File: config.mk
export PLATFORM = sky130hd
export DESIGN_NAME = lab03_scan_sequencer_flat
export DESIGN_NICKNAME = d
export VERILOG_FILES = /design/src/rtl/lab03_scan_sequencer_if.sv /design/src/rtl/lab03_scan_sequencer.sv /design/src/flat_wrapper.sv
export SDC_FILE = /design/constraint.sdc
export NUM_CORES = 1
export LEC_CHECK = 0
export CAP_MARGIN = 10
export CORE_MARGIN = 1
export CORE_UTILIZATION = 40
export CTS_BUF_LIST = sky130_fd_sc_hd__clkbuf_16
export DETAILED_ROUTE_END_ITERATION = 10
export GPL_ROUTABILITY_DRIVEN = 0
export GPL_TIMING_DRIVEN = 0
export SYNTH_ARGS = -nofsm -noshare
export SYNTH_HDL_FRONTEND = slang
export SYNTH_SLANG_ARGS = --single-unit
File: constraint.sdc
create_clock -name clk -period 13.39 [get_ports clk]
set_clock_uncertainty 0.2 [all_clocks]
set_input_delay 1.339 -clock clk [delete_from_list [all_inputs] [get_ports clk]]
set_output_delay 1.339 -clock clk [all_outputs]
set_load 0.1 [all_outputs]
File: src/rtl/lab03_scan_sequencer_if.sv
// rtl/lab03_scan_sequencer_if.sv - control and decoder-select bundle for the scan sequencer
// SCAN_STEP_EN adds the step request line.
interface lab03_scan_sequencer_if #(
  parameter int DWELL_W = 8
);
  logic               start;
  logic               stop;
  logic               mode;
  logic [7:0]         mask;
  logic [DWELL_W-1:0] dwell;
`ifdef SCAN_STEP_EN
  logic               step;
`endif
  logic               A2;
  logic               A1;
  logic               A0;
  logic               valid;
  logic               busy;
  logic               wrap;
  logic               done;

  modport master (
    output start, stop, mode, mask, dwell,
`ifdef SCAN_STEP_EN
    output step,
`endif
    input  A2, A1, A0, valid, busy, wrap, done
  );

  modport slave (
    input  start, stop, mode, mask, dwell,
`ifdef SCAN_STEP_EN
    input  step,
`endif
    output A2, A1, A0, valid, busy, wrap, done
  );
endinterface

File: src/rtl/lab03_scan_sequencer.sv
// rtl/lab03_scan_sequencer.sv - masked 3-to-8 decoder scan sequencer with dwell, one-shot and continuous modes
// SCAN_STEP_EN adds the single-step request and the STEP state.
module lab03_scan_sequencer #(
  parameter int DWELL_W = 8
) (
  input  logic                 clk,
  input  logic                 reset_n,
  lab03_scan_sequencer_if.slave bus
);

`ifdef SCAN_STEP_EN
  typedef enum logic [1:0] {IDLE, SCAN, FINISH, STEP} state_t;
`else
  typedef enum logic [1:0] {IDLE, SCAN, FINISH} state_t;
`endif

  state_t             state, state_n;
  logic [2:0]         sel, sel_n;
  logic [DWELL_W-1:0] cnt, cnt_n;
  logic               wrap_q, wrap_n;
  logic [DWELL_W-1:0] reload;
  logic [2:0]         nxt;
  logic               nxt_wraps;
  logic               mask_any;

  // First enabled channel strictly above cur, modulo 8; cur itself if it is the only one.
  function automatic logic [2:0] next_ch(input logic [2:0] cur, input logic [7:0] m);
    logic [2:0] c;
    next_ch = cur;
    for (int i = 8; i >= 1; i--) begin
      c = cur + 3'(i);
      if (m[c]) next_ch = c;
    end
  endfunction

  assign reload    = (bus.dwell == '0) ? '0 : bus.dwell - DWELL_W'(1);
  assign nxt       = next_ch(sel, bus.mask);
  assign nxt_wraps = (nxt <= sel);
  assign mask_any  = (bus.mask != 8'd0);

  always_ff @(posedge clk) begin
    if (!reset_n) begin
      state  <= IDLE;
      sel    <= 3'd0;
      cnt    <= '0;
      wrap_q <= 1'b0;
    end else begin
      state  <= state_n;
      sel    <= sel_n;
      cnt    <= cnt_n;
      wrap_q <= wrap_n;
    end
  end

  always_comb begin
    state_n = state;
    sel_n   = sel;
    cnt_n   = cnt;
    wrap_n  = 1'b0;
    case (state)
      IDLE: begin
        if (bus.start && !bus.stop && mask_any) begin
          state_n = SCAN;
          sel_n   = next_ch(3'd7, bus.mask);
          cnt_n   = reload;
        end
`ifdef SCAN_STEP_EN
        else if (bus.step && !bus.stop && !bus.start && mask_any) begin
          state_n = STEP;
          sel_n   = nxt;
          cnt_n   = reload;
          wrap_n  = nxt_wraps;
        end
`endif
      end
      SCAN: begin
        if (bus.stop) begin
          state_n = IDLE;
        end else if (cnt != '0) begin
          cnt_n = cnt - DWELL_W'(1);
        end else if (!mask_any) begin
          state_n = IDLE;
        end else if (nxt_wraps && bus.mode) begin
          state_n = FINISH;
        end else begin
          sel_n  = nxt;
          cnt_n  = reload;
          wrap_n = nxt_wraps;
        end
      end
`ifdef SCAN_STEP_EN
      STEP: begin
        if (bus.stop) begin
          state_n = IDLE;
        end else if (cnt != '0) begin
          cnt_n = cnt - DWELL_W'(1);
        end else begin
          state_n = FINISH;
        end
      end
`endif
      FINISH:  state_n = IDLE;
      default: state_n = IDLE;
    endcase
  end

  assign {bus.A2, bus.A1, bus.A0} = sel;
`ifdef SCAN_STEP_EN
  assign bus.valid = (state == SCAN) || (state == STEP);
`else
  assign bus.valid = (state == SCAN);
`endif
  assign bus.busy = (state != IDLE);
  assign bus.done = (state == FINISH);
  assign bus.wrap = wrap_q;

endmodule
File: src/flat_wrapper.sv
// flat-port wrapper written by rule: the top's interface ports become plain ports
module lab03_scan_sequencer_flat 
#(
  parameter int DWELL_W = 8
)
  (clk, reset_n, bus_start, bus_stop, bus_mode, bus_mask, bus_dwell, bus_A2, bus_A1, bus_A0, bus_valid, bus_busy, bus_wrap, bus_done);
  lab03_scan_sequencer_if #(.DWELL_W(DWELL_W)) bus_i ();
  input  logic clk;
  input  logic reset_n;
  input wire logic [$bits(bus_i.start)-1:0] bus_start;
  input wire logic [$bits(bus_i.stop)-1:0] bus_stop;
  input wire logic [$bits(bus_i.mode)-1:0] bus_mode;
  input wire logic [$bits(bus_i.mask)-1:0] bus_mask;
  input wire logic [$bits(bus_i.dwell)-1:0] bus_dwell;
  output wire logic [$bits(bus_i.A2)-1:0] bus_A2;
  output wire logic [$bits(bus_i.A1)-1:0] bus_A1;
  output wire logic [$bits(bus_i.A0)-1:0] bus_A0;
  output wire logic [$bits(bus_i.valid)-1:0] bus_valid;
  output wire logic [$bits(bus_i.busy)-1:0] bus_busy;
  output wire logic [$bits(bus_i.wrap)-1:0] bus_wrap;
  output wire logic [$bits(bus_i.done)-1:0] bus_done;
  assign bus_i.start = bus_start;
  assign bus_i.stop = bus_stop;
  assign bus_i.mode = bus_mode;
  assign bus_i.mask = bus_mask;
  assign bus_i.dwell = bus_dwell;
  assign bus_A2 = bus_i.A2;
  assign bus_A1 = bus_i.A1;
  assign bus_A0 = bus_i.A0;
  assign bus_valid = bus_i.valid;
  assign bus_busy = bus_i.busy;
  assign bus_wrap = bus_i.wrap;
  assign bus_done = bus_i.done;
  lab03_scan_sequencer #(.DWELL_W(DWELL_W)) u_core (.clk(clk), .reset_n(reset_n), .bus(bus_i));
endmodule
==> metrics.txt <==
DR vias/cell=6.10; CP max FO=10; via count=1812; period utilization=44.8%; top_reg_cell synth=dfxtp_1; Max VDD drop=81.2 uV; layout cells sized above 1=12.1%; met1 wire length=2.37 mm; Distinct cells, synth=52; Initial Util=43.3%; pre-CTS setup slack=7380 ps; Met2 Wirelength=2.07 mm; CP Launch Type=flop; post-CTS setup buffer count=0; yosys warns=0; relative slew slack=35.3%; Clk Latency, worst-skew pair=240 ps; largest cells by area after synthesis=dfxtp_1 (16%), mux4_2 (8.8%), mux4_1 (5.9%), ha_1 (5.6%), nor2_1 (4.8%); Setup TNS=0 ps; initial antenna violation count=0; diode count=0; max frequency=0.167 GHz; DPL Wire Length=3.72 mm; PwrDens=94.2 mW/mm^2; Synth Register Bits=14; number of global-route vias before repair=1554; Clock Tree Buf Depth=2; endpoints failing setup=0; Crit. End Element=flop; post-route minimum period=5990 ps; fin. max-slew vios=0; antenna viol nets, final=0; WL final=4.80 mm; Top Metal Used=met4; remaining global-route overflow=0; Post-Syn Instances=217; Worst-Margin Slew=968 ps; Core Region=0.00414 mm^2; RSZ-0062 raised after global routing=no; post-synth top area share=15.6%; # IOs=28; DR pass1 iterations=4; DR iter-0 viols=182; Chip Width=69.0 um; Worst Hold Class=flop to flop; CP required=13360 ps; count leader, synth=nor2_1; Post-route DRC=0; Root Driver=clkbuf_16; LEAKAGE=0.838 nW; met3 wire len=337 um; cts hold-fix bufs=0; Post-synth EDFFs=0; Max H-tree Level=1; Mapped Area=0.00179 mm^2; Seq/Total Area, Yosys=15.6%; post-synthesis net count=246; worst setup margin=7400 ps; FP Rows=23; clk slew on worst S/H paths=50 ps; Max Cap Viol=0; top cell type by total area after synthesis=dfxtp_1; wire per inst=16.2 um; Clock Sink Count=14; port bufs=26; Avg Cell Area, Syn=8.27 um^2; Layout area overhead=22.4%; ys async rst share=0%; largest net degree at the start of global routing=11; die footprint=0.00476 mm^2; Post-synth top cells=nor2_1 (23), dfxtp_1 (14); Post-DP Area=0.00212 mm^2; Net count, final=277; Final Hold Viols=0; outcome=completed; design area=0.00220 mm^2; kind of critical path=flop to flop; CTS tree=done; GR Util All Layers=22.4%; first-pass GRT wire length=7.86 mm; post-cts resize count=0; die height=69.0 um; Worst EP arrival=5970 ps; total CTS buffers=3
sequential cells by signal, summed over array words and instances (netlist names):
register and flops:
u_core.cnt 8, u_core.sel 3, u_core.state 2, u_core.bus.wrap 1
layout make-up:
cell class                      instances  area (um^2)
Timing Repair Buffer                   26          260
Sequential cell                        14          280
Clock inverter                          1         3.75
Fill cell                             401         1950
Buffer                                 11         48.8
Clock buffer                            3         75.1
Inverter                               13         48.8
Tap cell                               50         62.6
Multi-Input combinational cell        179         1420
per-stage QoR:
step	power, mW	hold slack [ps]	cells	util (%)
6_report	0.207	299	297	53.0
3_3_place_gp	0.150	279	293	51.1
5_1_grt	0.221	362	297	53.0
3_5_place_dp	0.149	290	293	51.1
2_1_floorplan	0.123	261	217	-
4_1_cts	0.207	300	297	53.0
worst max-delay path, cell delays in order (launching register included):
cell and delay [ps]:
dfxtp_1 360, clkbuf_1 290, clkbuf_1 430, inv_1 230
ha_1 320, buf_2 210, mux4_2 580, mux2_2 340
a21oi_1 160, a21oi_1 50, a2111oi_0 360, o21ai_0 260
ha_1 340, nor2b_1 130, o21a_1 160, o21ai_0 390
a21boi_4 130, o31ai_4 380, buf_2 300, o21ai_0 140
a21oi_1 150
routing by layer:
metal	GRT usage (%)	vias up
met5	0	-
met4	4.59	0
met3	3.45	2
met2	32.2	64
met1	34.7	851
li1	-	895
cells in the final DEF (no fill, tap or decap), drive strengths merged, types with 4 or more instances in the layout:
master / Yosys / final
a211oi: 4 / 4
a21oi: 13 / 13
and3: 4 / 4
buf: 6 / 6
clkbuf: 5 / 8
clkdlybuf4s50: 0 / 26
dfxtp: 14 / 14
ha: 8 / 8
inv: 13 / 13
mux2i: 6 / 6
mux4: 11 / 11
nand2: 14 / 14
nand2b: 7 / 7
nand3: 4 / 4
nor2: 23 / 23
nor3: 13 / 13
o21ai: 9 / 9
o221a: 4 / 4
o22ai: 6 / 6
xnor2: 5 / 5
xor2: 5 / 5
cell families after synthesis:
logic type / count (synthesis) / share of synthesized area, %
buffers and inverters: 24 / 5.44
AND/OR/NAND/NOR: 83 / 24.5
XOR/XNOR: 10 / 4.88
AO/OA/AOI/OAI: 59 / 24.8
multiplexers: 19 / 19.2
flip-flops: 14 / 15.6
adder cells (fa/ha/maj): 8 / 5.58
power by group:
group,leakage (nW),internal (mW),switching (mW)
sequential,0.115,0.0447,0.00315
clock,0.0385,0.0395,0.0177
combinational,0.685,0.0424,0.0594
total,0.838,0.127,0.0802
path summary, 6_finish.rpt:
path                 start       endpoint  slack (ps)  depth (start not counted)
max          u_core.sel[1]  u_core.cnt[3]        7400                         20
min          u_core.cnt[5]  u_core.cnt[5]         300                          2
max reg2reg  u_core.sel[1]  u_core.cnt[3]        7400                         20
min reg2reg  u_core.cnt[5]  u_core.cnt[5]         300                          2
(Power assumes the default switching activity.)
